$ cat config.mk
export PLATFORM = sky130hd
export DESIGN_NAME = slot_mux32_flat
export DESIGN_NICKNAME = d
export VERILOG_FILES = /design/src/rtl/slot_mux32_pkg.sv /design/src/rtl/slot_mux32_if.sv /design/src/rtl/slot_mux32_bank.sv /design/src/rtl/slot_mux32.sv /design/src/flat_wrapper.sv
export SDC_FILE = /design/constraint.sdc
export NUM_CORES = 1
export LEC_CHECK = 0
export BUFFER_PORTS_ARGS = -buffer_cell sky130_fd_sc_hd__buf_4
export CAP_MARGIN = 25
export CELL_PAD_IN_SITES_DETAIL_PLACEMENT = 1
export CELL_PAD_IN_SITES_GLOBAL_PLACEMENT = 1
export CORE_ASPECT_RATIO = 0.75
export CORE_MARGIN = 3
export CORE_UTILIZATION = 41
export DETAILED_ROUTE_END_ITERATION = 10
export GPL_ROUTABILITY_DRIVEN = 1
export PLACE_DENSITY_LB_ADDON = 0.1
export SYNTH_ARGS = -nofsm -noshare
export SYNTH_HDL_FRONTEND = slang
export SYNTH_SLANG_ARGS = --single-unit
$ cat constraint.sdc
create_clock -name clk -period 1.8 [get_ports clk]
set_input_delay 0.09 -clock clk [delete_from_list [all_inputs] [get_ports clk]]
set_output_delay 0.09 -clock clk [all_outputs]
set_load 0.05 [all_outputs]
$ cat src/rtl/slot_mux32_pkg.sv
// slot_mux32_pkg: shared types and helpers for the 32-slot time-multiplexer.
//   slot_t    - {op, ch} slot number, same packing as wr_addr
//   state_e   - commit FSM states
//   pos0_f    - position offset for a given pipeline stage
//   slot_map  - position (0..31) -> {op, ch}, same ordering as the separator
package slot_mux32_pkg;

  localparam int unsigned SLOTS  = 32;
  localparam int unsigned ADDR_W = 5;
  localparam int unsigned OP_W   = 2;
  localparam int unsigned CH_W   = 3;

  typedef struct packed {
    logic [OP_W-1:0] op;
    logic [CH_W-1:0] ch;
  } slot_t;

  typedef enum logic {
    ST_IDLE    = 1'b0,
    ST_PENDING = 1'b1
  } state_e;

  // Offset between the global counter and the position seen at stage stg.
  function automatic logic [ADDR_W-1:0] pos0_f(input logic [ADDR_W-1:0] stg);
    return ADDR_W'(6'd33 - 6'(stg));
  endfunction

  // Positions 0-7 slot1, 8-15 slot3, 16-23 slot2, 24-31 slot4; ch in the low bits.
  function automatic slot_t slot_map(input logic [ADDR_W-1:0] pos);
    slot_t s;
    s.ch = pos[CH_W-1:0];
    case (pos[ADDR_W-1:CH_W])
      2'd0:    s.op = 2'd0;
      2'd1:    s.op = 2'd2;
      2'd2:    s.op = 2'd1;
      default: s.op = 2'd3;
    endcase
    return s;
  endfunction

endpackage

$ cat src/rtl/slot_mux32_if.sv
// slot_mux32_if: write/commit/output bundle of slot_mux32.
//   wr_en/wr_addr/wr_data/wr_ready - shadow bank write port
//   commit/commit_done             - shadow -> active request and completion pulse
//   mixed/frame_start              - time-multiplexed output and position-0 marker
interface slot_mux32_if
  import slot_mux32_pkg::*;
#(
  parameter int unsigned width = 10
);

  logic              wr_en;
  logic [ADDR_W-1:0] wr_addr;
  logic [width-1:0]  wr_data;
  logic              wr_ready;
  logic              commit;
  logic              commit_done;
  logic [width-1:0]  mixed;
  logic              frame_start;

  modport master (
    output wr_en, wr_addr, wr_data, commit,
    input  wr_ready, commit_done, mixed, frame_start
  );

  modport slave (
    input  wr_en, wr_addr, wr_data, commit,
    output wr_ready, commit_done, mixed, frame_start
  );

endinterface

$ cat src/rtl/slot_mux32_bank.sv
// slot_mux32_bank: shadow and active register banks, 32 x width each.
//   clk, rst_n        - clock, async active-low reset (both banks clear)
//   wr_en/addr/data   - shadow write port
//   copy              - bulk shadow -> active copy on this edge
//   rd_addr/rd_data_c - async read of the bank that is active after this edge
module slot_mux32_bank
  import slot_mux32_pkg::*;
#(
  parameter int unsigned width = 10
) (
  input  logic              clk,
  input  logic              rst_n,
  input  logic              wr_en,
  input  logic [ADDR_W-1:0] wr_addr,
  input  logic [width-1:0]  wr_data,
  input  logic              copy,
  input  logic [ADDR_W-1:0] rd_addr,
  output logic [width-1:0]  rd_data_c
);

  logic [SLOTS-1:0][width-1:0] shadow_q, shadow_d;
  logic [SLOTS-1:0][width-1:0] active_q, active_d;

  // Write port and atomic copy.
  always_comb begin
    shadow_d = shadow_q;
    active_d = active_q;
    if (wr_en) shadow_d[wr_addr] = wr_data;
    if (copy)  active_d = shadow_q;
  end

  // On the copy edge the reader already needs the new bank, so forward shadow.
  assign rd_data_c = copy ? shadow_q[rd_addr] : active_q[rd_addr];

  always_ff @(posedge clk or negedge rst_n) begin
    if (!rst_n) begin
      shadow_q <= '0;
      active_q <= '0;
    end else begin
      shadow_q <= shadow_d;
      active_q <= active_d;
    end
  end

endmodule

$ cat src/rtl/slot_mux32.sv
// slot_mux32: drives one stored value per channel/operator slot onto a
// time-multiplexed bus aligned to the slot counter at pipeline stage stg.
// Values are written into a shadow bank and copied to the active bank at
// the next frame boundary after a commit.
//   clk, rst_n - clock, async active-low reset
//   cnt        - global slot counter (wraps 31 -> 0)
//   bus        - slot_mux32_if.slave: write port, commit handshake, mixed output
//   mask       - per-slot output enable, only with SLOT_MUX_MASK_EN defined
// Build option: SLOT_MUX_MASK_EN adds the mask input.
module slot_mux32
  import slot_mux32_pkg::*;
#(
  parameter int unsigned      width = 10,
  parameter logic [ADDR_W-1:0] stg  = 5'd0
) (
  input  logic              clk,
  input  logic              rst_n,
  input  logic [ADDR_W-1:0] cnt,
  slot_mux32_if.slave       bus
`ifdef SLOT_MUX_MASK_EN
  ,
  input  logic [SLOTS-1:0]  mask
`endif
);

  localparam logic [ADDR_W-1:0] POS0 = pos0_f(stg);

  state_e            state_q, state_d;
  logic              wr_ready_q, wr_ready_d;
  logic              commit_done_q, commit_done_d;
  logic              frame_start_q, frame_start_d;
  logic [width-1:0]  mixed_q, mixed_d;

  logic [ADDR_W-1:0] nxt_c;
  logic              frame_edge_c;
  logic              copy_c;
  logic              wr_accept_c;
  slot_t             slot_c;
  logic [ADDR_W-1:0] rd_addr_c;
  logic [width-1:0]  rd_data_c;

  // Position loaded into the output register on this edge (+1 for that register).
  assign nxt_c        = cnt + POS0 + ADDR_W'(1);
  assign frame_edge_c = (nxt_c == '0);
  assign slot_c       = slot_map(nxt_c);
  assign rd_addr_c    = slot_c;
  assign wr_accept_c  = bus.wr_en & wr_ready_q;

  slot_mux32_bank #(
    .width (width)
  ) u_bank (
    .clk       (clk),
    .rst_n     (rst_n),
    .wr_en     (wr_accept_c),
    .wr_addr   (bus.wr_addr),
    .wr_data   (bus.wr_data),
    .copy      (copy_c),
    .rd_addr   (rd_addr_c),
    .rd_data_c (rd_data_c)
  );

  // Commit FSM: a commit waits for the next frame boundary, never the current edge.
  always_comb begin
    state_d       = state_q;
    copy_c        = 1'b0;
    commit_done_d = 1'b0;
    case (state_q)
      ST_IDLE: begin
        if (bus.commit) state_d = ST_PENDING;
      end
      ST_PENDING: begin
        if (frame_edge_c) begin
          copy_c        = 1'b1;
          commit_done_d = 1'b1;
          state_d       = ST_IDLE;
        end
      end
      default: state_d = ST_IDLE;
    endcase
    wr_ready_d = (state_d == ST_IDLE);
  end

  // Output path.
  always_comb begin
    mixed_d = rd_data_c;
`ifdef SLOT_MUX_MASK_EN
    if (!mask[rd_addr_c]) mixed_d = '0;
`endif
    frame_start_d = frame_edge_c;
  end

  always_ff @(posedge clk or negedge rst_n) begin
    if (!rst_n) begin
      state_q       <= ST_IDLE;
      wr_ready_q    <= 1'b1;
      commit_done_q <= 1'b0;
      frame_start_q <= 1'b0;
      mixed_q       <= '0;
    end else begin
      state_q       <= state_d;
      wr_ready_q    <= wr_ready_d;
      commit_done_q <= commit_done_d;
      frame_start_q <= frame_start_d;
      mixed_q       <= mixed_d;
    end
  end

  assign bus.wr_ready    = wr_ready_q;
  assign bus.commit_done = commit_done_q;
  assign bus.frame_start = frame_start_q;
  assign bus.mixed       = mixed_q;

endmodule
$ cat src/flat_wrapper.sv
// flat-port wrapper written by rule: the top's interface ports become plain ports
module slot_mux32_flat import slot_mux32_pkg::*;
#(
  parameter int unsigned      width = 10,
  parameter logic [ADDR_W-1:0] stg  = 5'd0
)
  (clk, rst_n, cnt, bus_wr_en, bus_wr_addr, bus_wr_data, bus_commit, bus_wr_ready, bus_commit_done, bus_mixed, bus_frame_start);
  slot_mux32_if #(.width(width)) bus_i ();
  input  logic clk;
  input  logic rst_n;
  input  logic [ADDR_W-1:0] cnt;
  input wire logic [$bits(bus_i.wr_en)-1:0] bus_wr_en;
  input wire logic [$bits(bus_i.wr_addr)-1:0] bus_wr_addr;
  input wire logic [$bits(bus_i.wr_data)-1:0] bus_wr_data;
  input wire logic [$bits(bus_i.commit)-1:0] bus_commit;
  output wire logic [$bits(bus_i.wr_ready)-1:0] bus_wr_ready;
  output wire logic [$bits(bus_i.commit_done)-1:0] bus_commit_done;
  output wire logic [$bits(bus_i.mixed)-1:0] bus_mixed;
  output wire logic [$bits(bus_i.frame_start)-1:0] bus_frame_start;
  assign bus_i.wr_en = bus_wr_en;
  assign bus_i.wr_addr = bus_wr_addr;
  assign bus_i.wr_data = bus_wr_data;
  assign bus_i.commit = bus_commit;
  assign bus_wr_ready = bus_i.wr_ready;
  assign bus_commit_done = bus_i.commit_done;
  assign bus_mixed = bus_i.mixed;
  assign bus_frame_start = bus_i.frame_start;
  slot_mux32 #(.width(width), .stg(stg)) u_core (.clk(clk), .rst_n(rst_n), .cnt(cnt), .bus(bus_i));
endmodule
After elaboration in Yosys (flattened, before gate mapping)
Cells that the tools add are included.
Widths: inputs -> output; s select.

word-level totals
  memories kept = 0
  memory bits (writable) = 0
  logic and storage cells = 96
  bits in read-only memories = 0
  bits in latches = 0
  register bits = 654
  output and inout bits = 13
  input bits = 24

operators by class
  bitwise gates (word level) = 3
  add/subtract/negate cells = 2
  eq/ne operators = 2
  div/mod/pow operators = 0
  shifts and indexed selects = 0
  mux-type cells = 14
  multipliers = 0
  magnitude comparators = 3
  reduce and logical (&&, ||, !) cells = 3

operators with widths
  kind                 count
  $bwmux 320           1
  $bmux 10 s5          2
  $demux 10 s5         1
  $mux 10              4
  $lt 5x6->1 const B   2
  $add 5x1->5 const B  2
  $pmux 2 s3           1
  $ge 5x1->1 const B   1
  $logic_not 5->1      1
  $mux 1               4
  $eq 2x1->1 const B   1
  $eq 2x2->1 const B   1
  $logic_not 2->1      1
  $not 1->1            2
  $pmux 1 s2           1
  $and 1x1->1          1
  $logic_and 1x1->1    1

Depth between registers and ports, before layout
Gate-level depths: netlist of the first run.

  depth after elaboration = 7
  gate-level depth with buffers = 10
  mapped depth without buffers = 7

By module
From an unflattened synthesis of the first run, not the netlist that was laid out.

unflattened totals
  cell total of the unflattened synthesis = 1812
  area, all modules = 29386.9 sq um

modules (own cells, without submodules)
  module           seq. area each (sq um)  cells each  instances  area each (sq um)
  slot_mux32_bank  16015.4                 1785        1          28944.0
  slot_mux32       351.6                   27          1          442.9

Least setup slack after synthesis of the first run
No wires, ideal clock.

  path type = reg-to-reg
  from = register u_core.wr_ready_q, in the netlist u_core.bus.wr_ready
  to = register u_core.u_bank.shadow_q[120] (netlist bit)
  arrival = 1883 ps
  cell stages (with the launch flop) = 6
  data required time = 1675 ps
  buffers on the path = 1
  setup time = 125 ps
  setup slack = -207 ps
  period minus slack after synthesis = 2007 ps
  path through = dfstp_2 nand2_1 or3_1 buf_2 nor2_4 mux2_2

between the ends
  cells in the longest elaborated chain, start to end = 1

RTL lines
  element                 RTL line               source
  from (decl)             slot_mux32.sv:29       logic wr_ready_q, wr_ready_d;
  from (signal assigned)  slot_mux32.sv:101      wr_ready_q <= wr_ready_d;
  $and 1x1->1             slot_mux32.sv:47       assign wr_accept_c = bus.wr_en & wr_ready_q;
  to (signal assigned)    slot_mux32_bank.sv:40  shadow_q <= shadow_d;
  to (decl)               slot_mux32_bank.sv:21  logic [SLOTS-1:0][width-1:0] shadow_q, shadow_d;

No other way between the ends.
A chain may end at the register's enable or synchronous reset.

Worst setup path after layout of the first run
  from = register u_core.wr_ready_q, in the netlist u_core.bus.wr_ready
  to = register u_core.u_bank.shadow_q[124] (netlist bit)

The elaborated chain is that of the path after synthesis.

==> results of run 1 <==
[cells in the mapped netlist, types with 2 or more instances]
| library cell | n | share of area (%) |
|---|---|---|
| a21o_1 | 2 | 0.053 |
| a21oi_1 | 21 | 0.37 |
| a221oi_1 | 10 | 0.31 |
| a22o_1 | 9 | 0.28 |
| a22oi_1 | 40 | 1.1 |
| a31o_2 | 2 | 0.062 |
| a31oi_1 | 9 | 0.20 |
| a41o_1 | 2 | 0.071 |
| buf_1 | 3 | 0.040 |
| buf_2 | 71 | 1.3 |
| buf_4 | 7 | 0.19 |
| buf_6 | 22 | 0.88 |
| buf_8 | 4 | 0.21 |
| clkbuf_1 | 46 | 0.61 |
| dfrtp_1 | 653 | 58 |
| inv_1 | 2 | 0.027 |
| mux2_1 | 2 | 0.080 |
| mux2_2 | 318 | 13 |
| mux2i_1 | 110 | 3.9 |
| mux4_2 | 60 | 4.8 |
| nand2_1 | 960 | 13 |
| nand2_2 | 4 | 0.089 |
| nand3_1 | 2 | 0.036 |
| nand3b_1 | 4 | 0.11 |
| nor2_1 | 12 | 0.16 |
| nor2_2 | 8 | 0.18 |
| nor2_4 | 8 | 0.32 |
| nor2b_1 | 5 | 0.11 |
| nor3_1 | 4 | 0.071 |
| nor3b_1 | 6 | 0.16 |
[final timing paths]
kind / from / end / slack, ns
max: u_core.bus.wr_ready / u_core.u_bank.shadow_q[124] / -0.20
min: bus_wr_data[4] / u_core.u_bank.shadow_q[204] / 0.09
max reg2reg: u_core.bus.wr_ready / u_core.u_bank.shadow_q[124] / -0.20
min reg2reg: u_core.u_bank.shadow_q[93] / u_core.u_bank.active_q[93] / 0.46
max in group asynchronous: rst_n / u_core.u_bank.shadow_q[176] / 1.13
min in group asynchronous: rst_n / u_core.u_bank.active_q[58] / 0.20
[through the flow]
stage	hold WS [ns]	power, mW	setup WS (ns)	utilization, %
2_1_floorplan	-0.206	17.3	-0.120	-
3_3_place_gp	0.0412	18.7	-0.583	46.4
3_5_place_dp	0.0442	18.8	-0.655	46.4
4_1_cts	0.0602	33.2	-0.206	50.4
5_1_grt	0.0561	34.2	-0.252	50.8
6_report	0.0885	32.8	-0.198	50.8
[state kept, by name, indices dropped and copies added, names as in the netlist]
name and count:
u_core.bus.commit_done 1, u_core.bus.mixed 10, u_core.u_bank.active_q 320, u_core.u_bank.shadow_q 320, u_core.bus.frame_start 1, u_core.state_q 1
u_core.bus.wr_ready 1
[power breakdown]
group	switching, mW	leakage (nW)	total (mW)	internal (mW)
clock network	6.13	1.09	14.2	8.08
registers	0.403	9.03	15.7	15.3
logic	1.74	7.49	2.92	1.18
total	8.27	17.6	32.8	24.6
[routing by layer]
metal,up-vias,global-route usage (%),part of all wire [%]
met5,-,0,0.057
met4,8,6.40,2.3
met3,132,5.01,4.1
met2,264,37.4,45
met1,10000,34.9,48
li1,8469,-,-
[critical path, delay by kind of cell, from the launching register on]
kind	cells	cell delay, ns
buffers and inverters	2	0.34
flip-flops	1	0.69
AND/OR/NAND/NOR	3	0.52
multiplexers	1	0.32
[logic make-up after synthesis]
| family | count (synthesis) | share of synthesized area (%) |
|---|---|---|
| AND/OR/NAND/NOR | 1020 | 14.3 |
| flip-flops | 654 | 58.3 |
| multiplexers | 490 | 21.6 |
| buffers and inverters | 157 | 3.32 |
| AO/OA/AOI/OAI | 98 | 2.51 |
| adder cells (fa/ha/maj) | 1 | 0.0445 |
[layout make-up]
class | count | area share, %
diodes | 3 | 0.0219
clock buffers | 106 | 6.02
clock inverters | 20 | 0.468
inverters | 3 | 0.0695
multi-input cells | 1609 | 32.9
flip-flops and latches | 654 | 47.9
well taps | 882 | 3.23
repair buffers | 268 | 9.40
[layout by cell type (no fill, tap or decap), drive strengths merged, types with 2 or more instances in the layout]
master	instances
a21o	2
a21oi	21
a221oi	10
a22o	9
a22oi	40
a31o	2
a31oi	9
a41o	2
and2	2
buf	265
clkbuf	107
clkinv	13
clkinvlp	2
dfrtp	653
diode	3
dlygate4sd3	2
inv	7
mux2	320
mux2i	110
mux4	60
nand2	964
nand3	2
nand3b	4
nor2	28
nor2b	5
nor3	4
nor3b	6
[what timing repair did]
item | in CTS | in global routing
hold buffers | 3 | 0
setup endpoints to repair | 323 | 350
gates resized for setup | 52 | 58
cloned | 7 | 0
buffers inserted | 8 | 3
pin swaps | 9 | 2
hold endpoints to repair | 610 | 0
==> qor.yml, run 1 <==
setup_path:
  critPathArrivalTime_ns: 2.49
  crit_path_max_fanout: 10
  endpoint_kind: "register"
  critPathKind: "register to register"
  cpMaxStageDelayCell: "dfstp_4"
  crit_chain: "nand2_4 -> or3_4 -> buf_4 -> nor2_4 -> buf_12 -> mux2_4"
  reg2regPathDepth: 6
  cp.required_ns: 2.29
  slowest_delay_ns: 0.69
  startpoint_type: "register"
final_layout:
  synthToLayoutAreaGrowth_pct: 21.8
  stdcell_area_um2: 34200
  multi_input_area_um2: 11300
  ff_latch_area_um2: 16400
  layout-drive-gt1-share_pct: 30.0
  nFillCells: 6969
  final_cells: 3545
  fin_nets: 2630
route:
  viasPerCell: 5.33
  firstDrtPassIters: 6
  wl_mm: 84.6
  post_drt_wl_per_cell_um: 23.9
  vias: 18900
  drc: 0
  ant_nets: 0
  drt_iter0_drc: 1282
timing:
  finalSetupViolations: 284
  relSlewSlack_pct: 59.4
  rsz0062_at_grt: "true"
  worst_pin_slew_ns: 0.609
  finalCritPeriodShare_pct: 111
  finalSetupTns_ns: -34.77
  fmax_mhz: 500
  hold_viol: 0
  fin_skew_ns: 0.0189
  fin_crit_ns: 2.00
  finalWorstSetupSlack_ns: -0.198
  slew_violations: 0
die:
  die_area_um2: 71700
  start_util_pct: 41.7
  fp-row-count: 82
  io-pin-count: 37
  coreArea_um2: 67300
  die-width_um: 308
  die_h_um: 233
clock_network:
  clk_latency_ns: 0.62
  cts_tree: "done"
  clkTransAtPathRegs_ns: 0.06
  cts_sinks: 654
  clockRootBuffer: "clkbuf_16"
  clockBufferDepth: 3
  cts_buffers: 69
  htreeDepth: 3
place:
  place_inst: 3395
  placedInstanceArea_um2: 31300
  port_buffers: 36
  place.gp.congestion: 0.802
  place.detailed.hpwl_mm: 52.7
global_route:
  grt_pass1_wl_mm: 130
  grt_max_degree: 96
  grt_antenna_before_repair: 6
  grt_pass1_vias: 20700
  track_usage_pct: 24.2
  globalRouteOverflowTotal: 0
logic_synthesis:
  synth-main-ff-cell: "dfrtp_1"
  netlist_instances: 2420
  ys_ff_latch: 654
  synth_nets: 2445
  syn_avg_cell_area_um2: 11.6
  synth_edf_count: 0
  ys_async_sr_fraction_pct: 100
  syn_area_um2: 28100
  synth_warnings: 0
  ys_types: 44
  seq_area_frac_synth_pct: 58.3
run_status:
  outcome: "finished, violations left"
  violations: "negative setup slack"
min_path:
  hold_depth: 2
  hold_class: "primary input to register"
flow_run:
  drv_cap: 0
pwr:
  irDropWorstVdd_mv: 0.703
  p_leak_nw: 17.6
  power_density_nw_per_um2: 960
Note: power is estimated with default switching activity, not from simulation.
==> run 2, diff against run 1 <==
- CELL_PAD_IN_SITES_GLOBAL_PLACEMENT: 1 -> 2
- CORE_UTILIZATION: 41 -> 39
==> run 2 against run 1 <==
  * The run still ends with negative setup slack left
  * Sequential share of layout area shrank 0.76 points
  * Sequential power hardly changed
  * Clock-buffer cell count down 1
  * Final cell count increased by 2.5%
  * Hold slack got worse by 0.026 ns
  * Flip-flop and latch count did not move
  * Via count increased by 0.36%
  * Critical path depth unchanged
  * Largest power group unchanged
==> qor.yml, run 2 (synthesis gave the netlist of run 1 again) <==
run_status:
  outcome: "finished, violations left"
  violations: "negative setup slack"
route:
  ant_nets: 0  # unchanged
  firstDrtPassIters: 5  # -1
  drt_iter0_drc: 1210  # -5.6%
  drc: 0  # unchanged
  wl_mm: 86.0  # +1.6%
  post_drt_wl_per_cell_um: 23.7  # -0.87%
  vias: 19000  # +0.36%
  viasPerCell: 5.22  # -2.1%
timing:
  slew_violations: 0  # unchanged
  fmax_mhz: 499  # -0.33%
  hold_viol: 0  # unchanged
  relSlewSlack_pct: 19.9  # -39 points
  fin_crit_ns: 2.01  # +0.00670 ns
  fin_skew_ns: 0.0266  # +0.00771 ns
  rsz0062_at_grt: "true"
  finalCritPeriodShare_pct: 111  # +0.37 points
  finalWorstSetupSlack_ns: -0.205  # -0.00670 ns
  finalSetupViolations: 310  # +9.2%
  worst_pin_slew_ns: 1.19  # +0.583 ns
  finalSetupTns_ns: -35.98  # -1.20 ns
setup_path:
  slowest_delay_ns: 0.68  # about the same
  cpMaxStageDelayCell: "dfstp_4"
  cpLargestDelayFamily: "flip-flops"
  crit_path_max_fanout: 10  # unchanged
  crit_buf_inv: 2  # unchanged
  critPathKind: "register to register"
  endpoint_kind: "register"
  crit_chain: "nand2_4 -> or3_4 -> buf_6 -> nor2_4 -> buf_12 -> mux2_2"
  startpoint_type: "register"
  cp.required_ns: 2.30  # about the same
  critPathArrivalTime_ns: 2.50  # about the same
clock_network:
  clkTransAtPathRegs_ns: 0.07  # about the same
  clockBufferDepth: 3  # unchanged
  cts_tree: "done"
  clockRootBuffer: "clkbuf_16"
  clk_latency_ns: 0.63  # about the same
  cts_sinks: 654  # unchanged
  cts_buffers: 70  # +1.4%
  htreeDepth: 3  # unchanged
die:
  die_area_um2: 75300  # +5.0%
  io-pin-count: 37  # unchanged
  coreArea_um2: 70700  # +5.1%
  die_h_um: 238  # +2.5%
  fp-row-count: 84  # +2.4%
  die-width_um: 316  # +2.5%
  start_util_pct: 39.7  # -2.0 points
global_route:
  grt_pass1_vias: 20500  # -1.3%
  globalRouteOverflowTotal: 0  # unchanged
  track_usage_pct: 23.2  # -0.98 points
  grt_max_degree: 81  # -16%
  grt_pass1_wl_mm: 132  # +1.0%
  grt_antenna_before_repair: 5  # -1
final_layout:
  final_common_cell: "nand2_1"
  final_util_pct: 49.1  # -1.7 points
  layout-drive-gt1-share_pct: 32.0  # +2.0 points
  synthToLayoutAreaGrowth_pct: 23.7
  mostFrequentLayoutCells: "nand2_1, dfrtp_1, mux2_2, buf_4, mux2i_1"
  fin_nets: 2659  # +1.1%
place:
  place.detailed.hpwl_mm: 54.6  # +3.6%
  port_buffers: 36  # unchanged
  place.gp.congestion: 0.832  # +3.8%
min_path:
  hold_class: "primary input to register"
flow_run:
  drv_cap: 0  # unchanged
pwr:
  p_sw_mw: 8.28  # about the same
  pwr-share-seq_pct: 46.3  # -1.6 points
  clockPowerShare_pct: 44.8  # +1.6 points
  power_density_nw_per_um2: 977  # +1.7%
  irDropWorstVdd_mv: 0.725  # +3.1%
  power_frac_comb_pct: 9.0  # about the same
  swShare_pct: 24.4  # -0.80 points
  p_leak_nw: 17.8  # +1.3%
  p_int_mw: 25.7  # +4.5%
-- run 2: cell type report --
type	count	area [um2]
fillers	7326	36000
well taps	946	1180
clock buffers	105	2150
clock inverters	19	260
inverters	3	23.8
diodes	2	5.00
flip-flops and latches	654	16400
multi-input cells	1609	11400
repair buffers	296	3370
-- run 2: final timing paths --
kind	slack, ns	from	depth (start not counted)	endpoint
min in group asynchronous	0.21	rst_n	3	u_core.u_bank.shadow_q[67]
setup reg to reg	-0.21	u_core.bus.wr_ready	6	u_core.u_bank.shadow_q[201]
hold reg to reg	0.46	u_core.u_bank.shadow_q[174]	2	u_core.u_bank.active_q[174]
max in group asynchronous	0.82	rst_n	4	u_core.u_bank.active_q[33]
setup / recovery	-0.21	u_core.bus.wr_ready	6	u_core.u_bank.shadow_q[201]
hold / removal	0.06	bus_wr_addr[3]	4	u_core.u_bank.shadow_q[30]
-- run 2: power groups by stage --
| stage | Sequential (mW) | Combinational, mW | Clock (mW) |
|---|---|---|---|
| 2_1_floorplan | 16.0 | 1.38 | 0 |
| 5_1_grt | 15.8 | 3.29 | 16.2 |
| 4_1_cts | 15.7 | 3.01 | 15.6 |
| 6_report | 15.7 | 3.05 | 15.2 |
| 3_3_place_gp | 15.9 | 2.88 | 0 |
| 3_5_place_dp | 15.9 | 2.96 | 0 |
-- run 2: what timing repair did --
| action | CTS | global route |
|---|---|---|
| gates resized for setup | 43 | 78 |
| pin swaps | 8 | 5 |
| gates cloned | 6 | 2 |
| hold buffers | 3 | 0 |
| setup endpoints to repair | 308 | 328 |
| endpoints found under the hold margin | 569 | 0 |
| buffers inserted | 7 | 4 |
-- run 2: per-layer routing --
metal	wire, um	up-vias	track usage, %
met3	3240	99	2.86
met5	0	-	0
met4	1640	0	5.08
met2	38800	282	35.8
li1	-	8512	-
met1	42300	10100	35.3
-- run 2: worst reg2reg max path, cell delays in order (launching register included) --
cell and delay (ns):
dfstp_4 0.68, nand2_4 0.08, or3_4 0.37, buf_6 0.14
nor2_4 0.09, buf_12 0.18, mux2_2 0.36
-- run 2: stage by stage --
stage / cell area, um2 / worst slack [ns] / instances / total power, mW / hold WS [ns]
floorplan: 28200 / -0.120 / 2420 / 17.3 / -0.206
global placement: 31500 / -0.552 / 3488 / 18.8 / 0.0185
detailed placement: 31500 / -0.561 / 3488 / 18.9 / 0.0183
CTS: 34300 / -0.195 / 3627 / 34.3 / 0.0121
global route: 34700 / -0.248 / 3632 / 35.3 / 0.0576
finish: 34800 / -0.205 / 3634 / 33.9 / 0.0629
